[src/rtl/registro_seq_ctrl_if.sv]
// Bundle between the host, the sequencer and the shift register it drives.
// SHIFT_TOTAL exists only when RSC_SHIFT_STATS_EN is defined.
interface registro_seq_ctrl_if #(
    parameter int WIDTH = 4,
    parameter int CNT_W = 4
);
    // START is a strobe taken only while the sequencer is idle; BUSY covers
    // LOAD/SHIFT/CAPTURE and DONE is a single-cycle pulse after the capture.
    logic             START;
    logic [1:0]       OP;
    logic [CNT_W-1:0] COUNT;
    logic             DIR_IN;
    logic [WIDTH-1:0] DATA_IN;
    logic             SER_IN;
    logic [WIDTH-1:0] REG_Q;
    logic             REG_S_OUT;
    logic             REG_ENB;
    logic [1:0]       REG_MODO;
    logic             REG_DIR;
    logic [WIDTH-1:0] REG_D;
    logic             REG_S_IN;
    logic             BUSY;
    logic             DONE;
    logic             SER_OUT;
    logic             SER_OUT_VALID;
    logic [WIDTH-1:0] DATA_OUT;
`ifdef RSC_SHIFT_STATS_EN
    logic [15:0]      SHIFT_TOTAL;
`endif

    modport master (
        output START, OP, COUNT, DIR_IN, DATA_IN, SER_IN, REG_Q, REG_S_OUT,
        input  REG_ENB, REG_MODO, REG_DIR, REG_D, REG_S_IN,
        input  BUSY, DONE, SER_OUT, SER_OUT_VALID, DATA_OUT
`ifdef RSC_SHIFT_STATS_EN
        , input SHIFT_TOTAL
`endif
    );

    modport slave (
        input  START, OP, COUNT, DIR_IN, DATA_IN, SER_IN, REG_Q, REG_S_OUT,
        output REG_ENB, REG_MODO, REG_DIR, REG_D, REG_S_IN,
        output BUSY, DONE, SER_OUT, SER_OUT_VALID, DATA_OUT
`ifdef RSC_SHIFT_STATS_EN
        , output SHIFT_TOTAL
`endif
    );
endinterface

[src/rtl/registro_seq_ctrl.sv]
// Sequencer issuing LOAD/PUSH/CYCLE cycles to one shift register per command.
// Optional RSC_SHIFT_STATS_EN adds a saturating count of shift/rotate cycles.
`ifndef LOAD
`define LOAD  2'b00
`endif
`ifndef PUSH
`define PUSH  2'b01
`endif
`ifndef CYCLE
`define CYCLE 2'b10
`endif

module registro_seq_ctrl #(
    parameter int WIDTH = 4,
    parameter int CNT_W = 4
) (
    input  logic                 CLK,
    input  logic                 RESET_N,
    registro_seq_ctrl_if.slave   bus,
    output logic [2:0]           dbg_state
);
    typedef enum logic [2:0] {
        S_IDLE    = 3'd0,
        S_LOAD    = 3'd1,
        S_SHIFT   = 3'd2,
        S_CAPTURE = 3'd3,
        S_FIN     = 3'd4
    } state_t;

    localparam logic [1:0] OP_SHIFT_OUT = 2'b00;
    localparam logic [1:0] OP_ROTATE    = 2'b01;
    localparam logic [1:0] OP_SHIFT_IN  = 2'b10;

    state_t           state, state_nx;
    logic [1:0]       op_q;
    logic [CNT_W-1:0] cnt_q;
    logic             dir_q;
    logic [WIDTH-1:0] data_q;
    logic [WIDTH-1:0] data_out_q;
    logic             ser_valid_q;

    logic             enb;
    logic [1:0]       modo;
    logic             reg_dir;
    logic [WIDTH-1:0] reg_d;
    logic             reg_s_in;
    logic             busy;
    logic             done;

    always_ff @(posedge CLK or negedge RESET_N) begin
        if (!RESET_N) begin
            state       <= S_IDLE;
            op_q        <= '0;
            cnt_q       <= '0;
            dir_q       <= 1'b0;
            data_q      <= '0;
            data_out_q  <= '0;
            ser_valid_q <= 1'b0;
        end else begin
            state <= state_nx;
            if (state == S_IDLE && bus.START) begin
                op_q   <= bus.OP;
                cnt_q  <= bus.COUNT;
                dir_q  <= bus.DIR_IN;
                data_q <= bus.DATA_IN;
            end else if (state == S_SHIFT) begin
                cnt_q <= cnt_q - CNT_W'(1);
            end
            if (state == S_CAPTURE) begin
                data_out_q <= bus.REG_Q;
            end
            // The register's S_OUT settles on the PUSH edge, so qualify one cycle later.
            ser_valid_q <= (state == S_SHIFT) && (op_q == OP_SHIFT_OUT);
        end
    end

    always_comb begin
        state_nx = state;
        enb      = 1'b0;
        modo     = `LOAD;
        reg_dir  = 1'b0;
        reg_d    = '0;
        reg_s_in = 1'b0;
        busy     = 1'b0;
        done     = 1'b0;
        case (state)
            S_IDLE: begin
                if (bus.START) begin
                    if (bus.OP == OP_SHIFT_IN) begin
                        state_nx = (bus.COUNT != '0) ? S_SHIFT : S_CAPTURE;
                    end else begin
                        state_nx = S_LOAD;
                    end
                end
            end
            S_LOAD: begin
                busy  = 1'b1;
                enb   = 1'b1;
                modo  = `LOAD;
                reg_d = data_q;
                if ((op_q == OP_SHIFT_OUT || op_q == OP_ROTATE) && cnt_q != '0) begin
                    state_nx = S_SHIFT;
                end else begin
                    state_nx = S_CAPTURE;
                end
            end
            S_SHIFT: begin
                busy     = 1'b1;
                enb      = 1'b1;
                reg_dir  = dir_q;
                modo     = (op_q == OP_ROTATE) ? `CYCLE : `PUSH;
                reg_s_in = (op_q == OP_SHIFT_IN) ? bus.SER_IN : 1'b0;
                if (cnt_q <= CNT_W'(1)) begin
                    state_nx = S_CAPTURE;
                end
            end
            S_CAPTURE: begin
                busy     = 1'b1;
                state_nx = S_FIN;
            end
            S_FIN: begin
                done     = 1'b1;
                state_nx = S_IDLE;
            end
            default: begin
                state_nx = S_IDLE;
            end
        endcase
    end

    assign bus.REG_ENB       = enb;
    assign bus.REG_MODO      = modo;
    assign bus.REG_DIR       = reg_dir;
    assign bus.REG_D         = reg_d;
    assign bus.REG_S_IN      = reg_s_in;
    assign bus.BUSY          = busy;
    assign bus.DONE          = done;
    assign bus.SER_OUT_VALID = ser_valid_q;
    assign bus.SER_OUT       = ser_valid_q & bus.REG_S_OUT;
    assign bus.DATA_OUT      = data_out_q;
    assign dbg_state         = state;

`ifdef RSC_SHIFT_STATS_EN
    logic [15:0] shift_total_q;

    always_ff @(posedge CLK or negedge RESET_N) begin
        if (!RESET_N) begin
            shift_total_q <= '0;
        end else if (enb && modo != `LOAD && shift_total_q != 16'hFFFF) begin
            shift_total_q <= shift_total_q + 16'd1;
        end
    end

    assign bus.SHIFT_TOTAL = shift_total_q;
`endif
endmodule

[src/flat_wrapper.sv]
// flat-port wrapper written by rule: the top's interface ports become plain ports
module registro_seq_ctrl_flat 
#(
    parameter int WIDTH = 4,
    parameter int CNT_W = 4
)
  (CLK, RESET_N, dbg_state, bus_START, bus_OP, bus_COUNT, bus_DIR_IN, bus_DATA_IN, bus_SER_IN, bus_REG_Q, bus_REG_S_OUT, bus_REG_ENB, bus_REG_MODO, bus_REG_DIR, bus_REG_D, bus_REG_S_IN, bus_BUSY, bus_DONE, bus_SER_OUT, bus_SER_OUT_VALID, bus_DATA_OUT);
  registro_seq_ctrl_if #(.WIDTH(WIDTH), .CNT_W(CNT_W)) bus_i ();
  input  logic CLK;
  input  logic RESET_N;
  output logic [2:0] dbg_state;
  input wire logic [$bits(bus_i.START)-1:0] bus_START;
  input wire logic [$bits(bus_i.OP)-1:0] bus_OP;
  input wire logic [$bits(bus_i.COUNT)-1:0] bus_COUNT;
  input wire logic [$bits(bus_i.DIR_IN)-1:0] bus_DIR_IN;
  input wire logic [$bits(bus_i.DATA_IN)-1:0] bus_DATA_IN;
  input wire logic [$bits(bus_i.SER_IN)-1:0] bus_SER_IN;
  input wire logic [$bits(bus_i.REG_Q)-1:0] bus_REG_Q;
  input wire logic [$bits(bus_i.REG_S_OUT)-1:0] bus_REG_S_OUT;
  output wire logic [$bits(bus_i.REG_ENB)-1:0] bus_REG_ENB;
  output wire logic [$bits(bus_i.REG_MODO)-1:0] bus_REG_MODO;
  output wire logic [$bits(bus_i.REG_DIR)-1:0] bus_REG_DIR;
  output wire logic [$bits(bus_i.REG_D)-1:0] bus_REG_D;
  output wire logic [$bits(bus_i.REG_S_IN)-1:0] bus_REG_S_IN;
  output wire logic [$bits(bus_i.BUSY)-1:0] bus_BUSY;
  output wire logic [$bits(bus_i.DONE)-1:0] bus_DONE;
  output wire logic [$bits(bus_i.SER_OUT)-1:0] bus_SER_OUT;
  output wire logic [$bits(bus_i.SER_OUT_VALID)-1:0] bus_SER_OUT_VALID;
  output wire logic [$bits(bus_i.DATA_OUT)-1:0] bus_DATA_OUT;
  assign bus_i.START = bus_START;
  assign bus_i.OP = bus_OP;
  assign bus_i.COUNT = bus_COUNT;
  assign bus_i.DIR_IN = bus_DIR_IN;
  assign bus_i.DATA_IN = bus_DATA_IN;
  assign bus_i.SER_IN = bus_SER_IN;
  assign bus_i.REG_Q = bus_REG_Q;
  assign bus_i.REG_S_OUT = bus_REG_S_OUT;
  assign bus_REG_ENB = bus_i.REG_ENB;
  assign bus_REG_MODO = bus_i.REG_MODO;
  assign bus_REG_DIR = bus_i.REG_DIR;
  assign bus_REG_D = bus_i.REG_D;
  assign bus_REG_S_IN = bus_i.REG_S_IN;
  assign bus_BUSY = bus_i.BUSY;
  assign bus_DONE = bus_i.DONE;
  assign bus_SER_OUT = bus_i.SER_OUT;
  assign bus_SER_OUT_VALID = bus_i.SER_OUT_VALID;
  assign bus_DATA_OUT = bus_i.DATA_OUT;
  registro_seq_ctrl #(.WIDTH(WIDTH), .CNT_W(CNT_W)) u_core (.CLK(CLK), .RESET_N(RESET_N), .bus(bus_i), .dbg_state(dbg_state));
endmodule
[config.mk]
export PLATFORM = sky130hd
export DESIGN_NAME = registro_seq_ctrl_flat
export DESIGN_NICKNAME = d
export VERILOG_FILES = /design/src/rtl/registro_seq_ctrl_if.sv /design/src/rtl/registro_seq_ctrl.sv /design/src/flat_wrapper.sv
export SDC_FILE = /design/constraint.sdc
export NUM_CORES = 1
export LEC_CHECK = 0
export BUFFER_PORTS_ARGS = -buffer_cell sky130_fd_sc_hd__buf_2
export CAP_MARGIN = 20
export CORE_ASPECT_RATIO = 1.1
export CORE_MARGIN = 5
export CORE_UTILIZATION = 45
export CTS_CLUSTER_DIAMETER = 80
export CTS_CLUSTER_SIZE = 12
export DETAILED_ROUTE_END_ITERATION = 7
export PLACE_DENSITY = 0.75
export SLEW_MARGIN = 20
export SYNTH_ARGS = -nofsm -noshare
export SYNTH_HDL_FRONTEND = slang
export SYNTH_SLANG_ARGS = --single-unit
[constraint.sdc]
create_clock -name CLK -period 1.7 [get_ports CLK]
set_input_delay 0.085 -clock CLK [delete_from_list [all_inputs] [get_ports CLK]]
set_output_delay 0.085 -clock CLK [all_outputs]
set_load 0.02 [all_outputs]
==> results.yml, run 1 <==
final_layout:
  finish.instance_area_mm2: 0.00145
  flow.area_growth_from_synthesis_pct: 42.5
  multi_input_area_um2: 497
  layoutNonFillerInstCount: 179
  num-fill-cells: 192
  fin_util_pct: 65.6
  antenna_cells_inserted: 0
  final-seq-area_um2: 477
  drive_above_1_share_pct: 46.3
  nets: 173
sta:
  final_critical_path_setup_slack_ns: 0.0607
  setup_violations: 0
  setup_total_negative_slack_ns: 0
  layout_min_cycle_time_ns: 1.64
  skew_ns: 0.00798
  final-max-slew-violation-count: 0
  worst_slew_margin_rel_pct: 71.6
  timing_hold_violations_final: 0
  hold-worst-slack_ns: 0.0129
  fin_crit_share_pct: 96.4
  max_freq_ghz: 0.610
  worst_slew_pin_tran_ns: 0.426
route:
  routedWlPerCell_um: 14.1
  post-route-drc-count: 0
  drt-total-wl_mm: 2.53
  antenna_violating_nets_post_route: 0
  drtPass1Iterations: 4
  routed_via_count_divided_by_cell_count: 5.09
  routed-via-count: 912
  dr.first_iter.drc_count: 15
cts:
  cts_htree_levels: 1
  clk_pin_slew_worst_paths_ns: 0.12
  clock_latency_ns: 0.31
  cts.sink_count: 19
  number_of_buffers_inserted_during_clock_tree_synthesis: 3
  cts-root-buf: "clkbuf_4"
  cts_tree: "done"
  cts_max_path_buffers: 2
critical_path:
  timing.setup.critical_path_class: "register to output pin"
  critPathSlowestCell: "dfrtp_2"
  data_required_time_at_the_worst_endpoint_ns: 1.62
  worstPathBufferInverterCount: 1
  critical_path_end_type: "output pin"
  ff2ff_path_depth: 5
  worstReg2RegEnd: "u_core.cnt_q[2]$_DFFE_PN0P_"
  critPathLaunchType: "register"
  timing.critical_path.max_delay_family: "simple AND/OR/NAND/NOR gates"
  r2r_slack_ns: 0.14
  cp.arrival_ns: 1.55
  worstPathMaxFanout: 7
  cp_cell_sequence: "or3b_4 -> nor3_2 -> buf_2"
  reg_to_reg_startpoint: "u_core.dbg_state[0]$_DFFE_PN0P_"
  crit_path_max_incr_delay_ns: 0.46
grt:
  grt_pass1_vias: 912
  grt_max_degree: 20
  grtUsageMet3_pct: 3.89
  met2_usage_pct: 26.4
  grt_first_pass_wirelength_mm: 4.05
  gr-max-usage-layer: "met2"
  grt-ovfl-total: 0
  track_usage_pct: 15.6
  grt_util_met1_pct: 19.4
  antenna_found_initial: 0
yosys:
  largest_family_of_logic_cells_by_synthesized_area: "simple AND/OR/NAND/NOR gates"
  synthDominantCellAreaShare_pct: 46.8
  synth_adder_area_share_pct: 3.69
  postSynth.asyncResetShare_pct: 100
  synth.area.top_cells: "dfrtp_1 47%, mux2_2 7.8%, a221o_1 3.9%"
  ys_types: 28
  synth_area_per_cell_um2: 11.3
  synthDominantAreaCellType: "dfrtp_1"
  synth_top_cells_by_count: "19 x dfrtp_1, 8 x nor2_1, 7 x inv_1, 7 x mux2_2, 6 x and2_1"
  synth_seq_cells: 19
  synthSimpleGateAreaFrac_pct: 18.2
  synth_cells: 90
  ys_warns: 0
  synth_compound_area_share_pct: 11.2
  syn-num-nets: 113
  synth_mux_area_share_pct: 11.9
  yosysSeqAreaShare_pct: 46.8
  synth_ff_type: "dfrtp_1"
  syn_area_mm2: 0.00102
  synth-edff-count: 0
  synth_xor_area_share_pct: 0.862
  synth.most_common_cell: "dfrtp_1"
power:
  ir_drop_uv: 1080
  pwr-share-comb_pct: 60.3
  netSwitchingPower_mw: 1.20
  clkPwrFrac_pct: 8.6
  total_power_mw: 2.78
  p_leak_nw: 0.731
  switching_share_pct: 43.3
  pwr_density_cell_mw_per_mm2: 1920
  power.internal_mw: 1.57
  sequentialPowerShare_pct: 31.0
die:
  chipHeight_um: 59.8
  floorplan.die.width_um: 55.3
  initial_utilization_pct: 46.0
  ioPinCount: 40
  fp.coreArea_mm2: 0.00221
  fp-row-count: 18
  die-area_mm2: 0.00331
min_path:
  hold_path_class: "input port to register"
  hold_path.startpoint: "bus_REG_Q[0]"
  timing.hold.worst_endpoint: "u_core.bus.DATA_OUT[0]$_DFFE_PN0P_"
  hold_depth: 2
outcome:
  outcome: "complete, no violations"
placed_design:
  placement.io_buffers: 39
  place.gp.congestion: 0.809
  setup_slack_after_placement_ns: 0.0588
  hpwl_after_dpl_mm: 1.86
  place.detailed.instances: 161
  place_area_mm2: 0.00126
run:
  max-cap-violations: 0
-- final cells by class --
cell class | instances | area share [%]
Inverter | 7 | 1.82
Clock buffer | 3 | 1.56
Clock inverter | 1 | 0.346
Sequential cell | 19 | 32.9
Tap cell | 30 | 2.59
Timing Repair Buffer | 60 | 26.4
Multi-Input combinational cell | 59 | 34.3
-- worst reg2reg max path: stages, from the launching register on --
cell     delay, ns
dfrtp_1       0.43
buf_4         0.15
nor4b_4       0.23
buf_4         0.24
mux2i_1       0.10
a221o_1       0.29
-- registers in the layout, indices dropped and copies added, names as in the netlist --
register	cells
u_core.bus.SER_OUT_VALID	1
u_core.dir_q	1
u_core.dbg_state	3
u_core.cnt_q	4
u_core.bus.DATA_OUT	4
u_core.data_q	4
u_core.op_q	2
-- routing by layer --
metal | vias up | routed length, um
met5 | - | 0
met4 | 0 | 25
met3 | 4 | 152
met2 | 26 | 1270
met1 | 445 | 1080
li1 | 437 | -
-- worst max-delay path by stage --
| stage | from | endpoint | slack (ns) | depth (start not counted) |
|---|---|---|---|---|
| 2_1_floorplan | u_core.dbg_state[2]$_DFFE_PN0P_ | u_core.cnt_q[2]$_DFFE_PN0P_ | 0.03 | 5 |
| 3_3_place_gp | u_core.dbg_state[0]$_DFFE_PN0P_ | u_core.cnt_q[3]$_DFFE_PN0P_ | 0.13 | 4 |
| 3_5_place_dp | u_core.dbg_state[0]$_DFFE_PN0P_ | u_core.cnt_q[3]$_DFFE_PN0P_ | 0.06 | 4 |
| 4_1_cts | u_core.dbg_state[0]$_DFFE_PN0P_ | bus_REG_MODO[1] | 0.02 | 4 |
| 5_1_grt | u_core.dbg_state[2]$_DFFE_PN0P_ | bus_REG_MODO[1] | -0.0006 | 4 |
| 6_report | u_core.dbg_state[2]$_DFFE_PN0P_ | bus_REG_S_IN | 0.06 | 3 |
-- power groups by stage --
stage | Sequential [mW] | Combinational [mW] | Clock (mW)
4_1_cts | 0.841 | 1.60 | 0.246
5_1_grt | 0.894 | 1.83 | 0.255
2_1_floorplan | 0.930 | 0.993 | 0
3_5_place_dp | 0.871 | 1.48 | 0
6_report | 0.861 | 1.67 | 0.240
3_3_place_gp | 0.851 | 1.44 | 0
-- cells in the final DEF (no fill, tap or decap), drive strengths merged, types with 2 or more instances in the layout --
cell	count
nor2	8
clkbuf	3
buf	51
nor3b	5
dlygate4sd3	9
mux2i	2
a221o	4
dfrtp	19
a21oi	2
nor3	3
nand2	3
and2	6
inv	7
ha	3
mux2	9
o21ai	3
-- logic make-up after synthesis --
group | count (synthesis)
AND/OR/NAND/NOR | 30
buffers and inverters | 12
multiplexers | 11
flip-flops | 19
XOR/XNOR | 1
AO/OA/AOI/OAI | 14
adder cells (fa/ha/maj) | 3
-- timing repair --
item	in CTS	in global routing
gates resized for setup	3	6
endpoints found under the setup margin	6	6
endpoints found under the hold margin	27	0
hold buffers	9	0
pin swaps	1	2
setup buffers	4	2
No activity file was read; power rests on OpenSTA's default activity.
==> inputs of run 2 (changes only) <==
--- a/config.mk
+++ b/config.mk
@@ -11,9 +11,9 @@
 export CORE_MARGIN = 5
 export CORE_UTILIZATION = 45
 export CTS_CLUSTER_DIAMETER = 80
-export CTS_CLUSTER_SIZE = 12
 export DETAILED_ROUTE_END_ITERATION = 7
 export PLACE_DENSITY = 0.75
+export SETUP_SLACK_MARGIN = 0.1
 export SLEW_MARGIN = 20
 export SYNTH_ARGS = -nofsm -noshare
 export SYNTH_HDL_FRONTEND = slang
==> run 2 against run 1 <==
Net effect: the flow now finishes with violations (negative hold slack); first-iteration DRC count rose to 2.6 times the previous value; sequential power up 2.6%; clock power down 5%; non-clock buffer count down 2; via count up 1.3%; clock-buffer cell count up 1; worst hold slack worse by 0.021 ns; sequential share of layout area up 0.26 points; utilization down 0.17 points; sequential cell count unchanged; die area unchanged.
==> results.yml, run 2 (same netlist as run 1, synthesis figures left out) <==
outcome:
  outcome: "complete, but fails checks"
  violated_checks: "negative hold slack"
critical_path:
  worstPathMaxFanout: 5
  timing.setup.critical_path_class: "register to register"
  reg_to_reg_startpoint: "u_core.dbg_state[2]$_DFFE_PN0P_"
  r2r_slack_ns: 0.04
  critical_path_end_type: "register"
  data_required_time_at_the_worst_endpoint_ns: 1.94
  critPathLaunchType: "register"
  crit_start: "u_core.dbg_state[2]$_DFFE_PN0P_"
  cp.arrival_ns: 1.90
  cp-endpoint: "u_core.cnt_q[2]$_DFFE_PN0P_"
  ff2ff_path_depth: 5
  worstReg2RegEnd: "u_core.cnt_q[2]$_DFFE_PN0P_"
sta:
  final_critical_path_setup_slack_ns: 0.0426
  rsz0062_at_grt: "yes"
  setup_violations: 0
  worst_slew_margin_rel_pct: 71.9
  hold-worst-slack_ns: -0.00768
  layout_min_cycle_time_ns: 1.66
  final-max-slew-violation-count: 0
  skew_ns: 0.0109
  worst_slew_pin_tran_ns: 0.421
  setup_total_negative_slack_ns: 0
  max_freq_ghz: 0.603
  timing_hold_violations_final: 1
  fin_crit_share_pct: 97.5
grt:
  antenna_found_initial: 0
  grt_pass1_vias: 941
  grt_max_degree: 20
  track_usage_pct: 15.5
  grt_first_pass_wirelength_mm: 4.00
  grt-ovfl-total: 0
route:
  antenna_violating_nets_post_route: 0
  route.met2.wl_mm: 1.36
  routedWlPerCell_um: 14.7
  post-route-drc-count: 0
  top_signal_layer_used: "met4"
  dr.first_iter.drc_count: 39
  routed_via_count_divided_by_cell_count: 5.22
  routed-via-count: 924
  wl_met1_mm: 1.03
  detailroute.wirelength.met3_um: 174
  drtPass1Iterations: 4
  drt-total-wl_mm: 2.60
final_layout:
  antenna_cells_inserted: 0
  finish.instance_area_mm2: 0.00144
  layout_commonest_cell: "buf_2"
  fin_util_pct: 65.4
  layoutNonFillerInstCount: 177
  num-fill-cells: 184
  nets: 171
  drive_above_1_share_pct: 51.7
  flow.area_growth_from_synthesis_pct: 42.1
  layout_common_cells: "33 x buf_2, 18 x buf_4, 16 x dfrtp_1"
placed_design:
  hpwl_after_dpl_mm: 1.75
  place_area_mm2: 0.00126
  setup_slack_after_placement_ns: 0.160
  place.gp.congestion: 0.809
  place.detailed.instances: 161
  placement.io_buffers: 39
power:
  total_power_mw: 2.91
  pwr_density_cell_mw_per_mm2: 2010
  p_leak_nw: 0.721
  ir_drop_uv: 1060
cts:
  clock_latency_ns: 0.30
  cts_max_path_buffers: 2
  number_of_buffers_inserted_during_clock_tree_synthesis: 3
  cts_htree_levels: 1
  clk_pin_slew_worst_paths_ns: 0.11
  cts.sink_count: 19
  cts-root-buf: "clkbuf_4"
  cts_tree: "done"
die:
  initial_utilization_pct: 46.0
  die-area_mm2: 0.00331
  fp-row-count: 18
  ioPinCount: 40
  fp.coreArea_mm2: 0.00221
  chipHeight_um: 59.8
  floorplan.die.width_um: 55.3
run:
  max-cap-violations: 0
min_path:
  hold_path_class: "input port to register"
## run 2: changes by cell type in the layout (fill, tap and decap cells not counted), sizes merged
cell,change
dlygate4sd3,-6
buf,+4
clkbuf,+1
clkinv,-1
## run 2: final cells by class
cell class / count / area (um^2) / area share, %
clock buffers: 4 / 26.3 / 1.82
inverters: 7 / 26.3 / 1.82
multi-input cells: 59 / 499 / 34.6
flip-flops and latches: 19 / 479 / 33.2
well taps: 30 / 37.5 / 2.60
repair buffers: 58 / 375 / 26.0
## run 2: power breakdown
group / internal [mW] / switching [mW] / leakage, nW
Combinational: 0.878 / 0.920 / 0.480
Clock: 0.0913 / 0.136 / 0.0150
Sequential: 0.687 / 0.196 / 0.226
## run 2: how the worst min path moves through the flow
stage	start	to	slack, ns	cells past startpoint
2_1_floorplan	RESET_N	u_core.bus.DATA_OUT[0]$_DFFE_PN0P_	-0.21	0
3_3_place_gp	RESET_N	u_core.bus.SER_OUT_VALID$_DFF_PN0_	0.04	1
3_5_place_dp	RESET_N	u_core.cnt_q[3]$_DFFE_PN0P_	0.04	1
4_1_cts	bus_DIR_IN	u_core.dir_q$_DFFE_PN0P_	0.0003	3
5_1_grt	bus_DIR_IN	u_core.dir_q$_DFFE_PN0P_	0.005	3
6_report	bus_DIR_IN	u_core.dir_q$_DFFE_PN0P_	-0.008	3
## run 2: critical path, cell delays in order, from the launching register on
cell     delay (ns)
dfrtp_2        0.46
or3b_4         0.42
buf_6          0.14
buf_4          0.15
nor3b_1        0.27
a221o_1        0.17
## run 2: layer usage
| metal | up-vias | GRT usage [%] |
|---|---|---|
| met5 | - | 0 |
| li1 | 433 | - |
| met4 | 0 | 6.25 |
| met3 | 4 | 4.32 |
| met2 | 37 | 28.4 |
| met1 | 450 | 17.0 |
## run 2: timing repair
action,in CTS,in global routing
endpoints found under the setup margin,8,17
buffers inserted,5,3
pin swaps,1,4
hold buffers,3,0
resized for setup,8,11
cloned,0,1
endpoints found under the hold margin,21,0
==> inputs of run 3 (changes only) <==
==> constraint.sdc (replaced) <==
create_clock -name CLK -period 2.1 [get_ports CLK]
set_input_delay 0.105 -clock CLK [delete_from_list [all_inputs] [get_ports CLK]]
set_output_delay 0.105 -clock CLK [all_outputs]
set_load 0.02 [all_outputs]
==> run 3 against run 2 <==
Net effect: the flow now finishes without violations; worst setup slack better by 0.16 ns; global-route usage decreased by 2.4 points; die area is the same; clock power down 19%; cell count is 8.5% lower; wire length fell by 19%; critical path depth decreased by 2; first-iteration DRC count shrank 62%; combinational power shrank 39%; final area down 13%; largest cell class is now sequential cells.
==> results.yml, run 3 (same netlist as run 1, synthesis figures left out) <==
outcome:
  outcome: "complete, no violations"
sta:
  worst_slew_margin_rel_pct: 64.9
  layout_min_cycle_time_ns: 1.90
  rsz0062_at_grt: "no"
  setup_violations: 0
  max_freq_ghz: 0.527
  final-max-slew-violation-count: 0
  final_critical_path_setup_slack_ns: 0.201
  worst_slew_pin_tran_ns: 0.525
  timing_hold_violations_final: 0
  fin_crit_share_pct: 90.4
  setup_total_negative_slack_ns: 0
  skew_ns: 0.00883
cts:
  cts_max_path_buffers: 2
  cts_htree_levels: 1
  cts-root-buf: "clkbuf_4"
  number_of_buffers_inserted_during_clock_tree_synthesis: 3
  cts_setup_buffers: 0
  clk_pin_slew_worst_paths_ns: 0.11
  cts_resized: 0
  cts_tree: "done"
  clock_latency_ns: 0.30
  cts.sink_count: 19
placed_design:
  place.detailed.instances: 157
  hpwl_after_dpl_mm: 1.66
  setup_slack_after_placement_ns: 0.426
  place.gp.congestion: 0.764
  placement.io_buffers: 39
die:
  initial_utilization_pct: 46.0
  ioPinCount: 40
  fp-row-count: 18
  floorplan.die.width_um: 55.3
  fp.coreArea_mm2: 0.00221
  die-area_mm2: 0.00331
  chipHeight_um: 59.8
route:
  routedWlPerCell_um: 13.0
  drt-total-wl_mm: 2.10
  routed_via_count_divided_by_cell_count: 5.15
  dr.first_iter.drc_count: 15
  routed-via-count: 835
  post-route-drc-count: 0
  antenna_violating_nets_post_route: 0
  drtPass1Iterations: 5
critical_path:
  cp_cell_sequence: "or3b_1 -> nor3_1 -> buf_2"
  critPathSlowestCell: "or3b_1"
  crit_path_max_incr_delay_ns: 0.55
  worstPathMaxFanout: 11
  data_required_time_at_the_worst_endpoint_ns: 2.00
  critPathLaunchType: "register"
  r2r_slack_ns: 0.38
  reg_to_reg_startpoint: "u_core.dbg_state[2]$_DFFE_PN0P_"
  cp.arrival_ns: 1.79
  timing.setup.critical_path_class: "register to output pin"
  critical_path_end_type: "output pin"
  timing.critical_path.max_delay_family: "simple AND/OR/NAND/NOR gates"
  worstReg2RegEnd: "u_core.data_q[1]$_DFFE_PN0P_"
  ff2ff_path_depth: 3
  worstPathBufferInverterCount: 1
min_path:
  hold_path_class: "input port to register"
  hold_depth: 3
  hold_path.startpoint: "bus_DIR_IN"
  timing.hold.worst_endpoint: "u_core.dir_q$_DFFE_PN0P_"
final_layout:
  antenna_cells_inserted: 0
  layout_commonest_cell: "buf_2"
  nets: 156
  flow.area_growth_from_synthesis_pct: 24.1
  layout_common_cells: "39 x buf_2, 19 x dfrtp_1, 8 x nor2_1"
  layoutNonFillerInstCount: 162
  drive_above_1_share_pct: 41.7
  fin_util_pct: 57.1
power:
  ir_drop_uv: 761
  pwr_density_cell_mw_per_mm2: 1580
  p_leak_nw: 0.646
grt:
  grt_first_pass_wirelength_mm: 3.39
  grt_max_degree: 20
  grt-ovfl-total: 0
  antenna_found_initial: 0
  grt_pass1_vias: 807
  track_usage_pct: 13.1
run:
  max-cap-violations: 0
==> run 3: final cells by class <==
class / instances / area (um^2)
fill: 215 / 946
timing repair buffer: 43 / 228
clock inverter: 1 / 5.00
inverter: 7 / 26.3
sequential: 19 / 475
tap: 30 / 37.5
clock buffer: 3 / 22.5
multi-input combinational: 59 / 467
==> run 3: worst max-delay path by stage <==
stage / start / to / slack [ns] / cells after the start
2_1_floorplan: u_core.dbg_state[2]$_DFFE_PN0P_ / bus_REG_S_IN / 0.36 / 4
3_3_place_gp: u_core.dbg_state[2]$_DFFE_PN0P_ / u_core.data_q[2]$_DFFE_PN0P_ / 0.49 / 3
3_5_place_dp: u_core.dbg_state[2]$_DFFE_PN0P_ / u_core.data_q[2]$_DFFE_PN0P_ / 0.43 / 3
4_1_cts: u_core.dbg_state[2]$_DFFE_PN0P_ / bus_REG_S_IN / 0.19 / 3
5_1_grt: u_core.dbg_state[2]$_DFFE_PN0P_ / bus_REG_S_IN / 0.10 / 3
6_report: u_core.dbg_state[2]$_DFFE_PN0P_ / bus_REG_S_IN / 0.20 / 3
==> run 3: repair_timing <==
item                                   in CTS  in global routing
setup endpoints to repair                   0                  0
hold buffers                                1                  0
endpoints found under the hold margin      19                  0
==> run 3: tightest hold or removal path, stage by stage <==
cell and delay [ns]:
buf_2 0.08, nand2_1 0.04, o21ai_0 0.06
==> run 3: metal layers <==
layer,GRT usage (%),share of wire [%]
met1,15.1,42
met3,2.59,4.6
met5,0,0
met4,8.33,2.2
met2,22.5,52
==> run 3: power by group <==
part           switching [mW]  internal, mW  total (mW)  leakage, nW
combinational           0.612         0.490        1.10        0.398
sequential              0.163         0.550       0.713        0.230
clock                   0.112        0.0710       0.183       0.0177
total                   0.886          1.11        2.00        0.646
==> run 3: through the flow <==
step	hold WS [ns]	area, um^2	power (mW)
floorplan	-0.191	1020	1.55
global placement	0.0597	1220	1.80
detailed placement	0.0587	1220	1.83
CTS	0.0106	1260	2.02
global route	0.0135	1260	2.16
finish	0.0118	1260	2.00
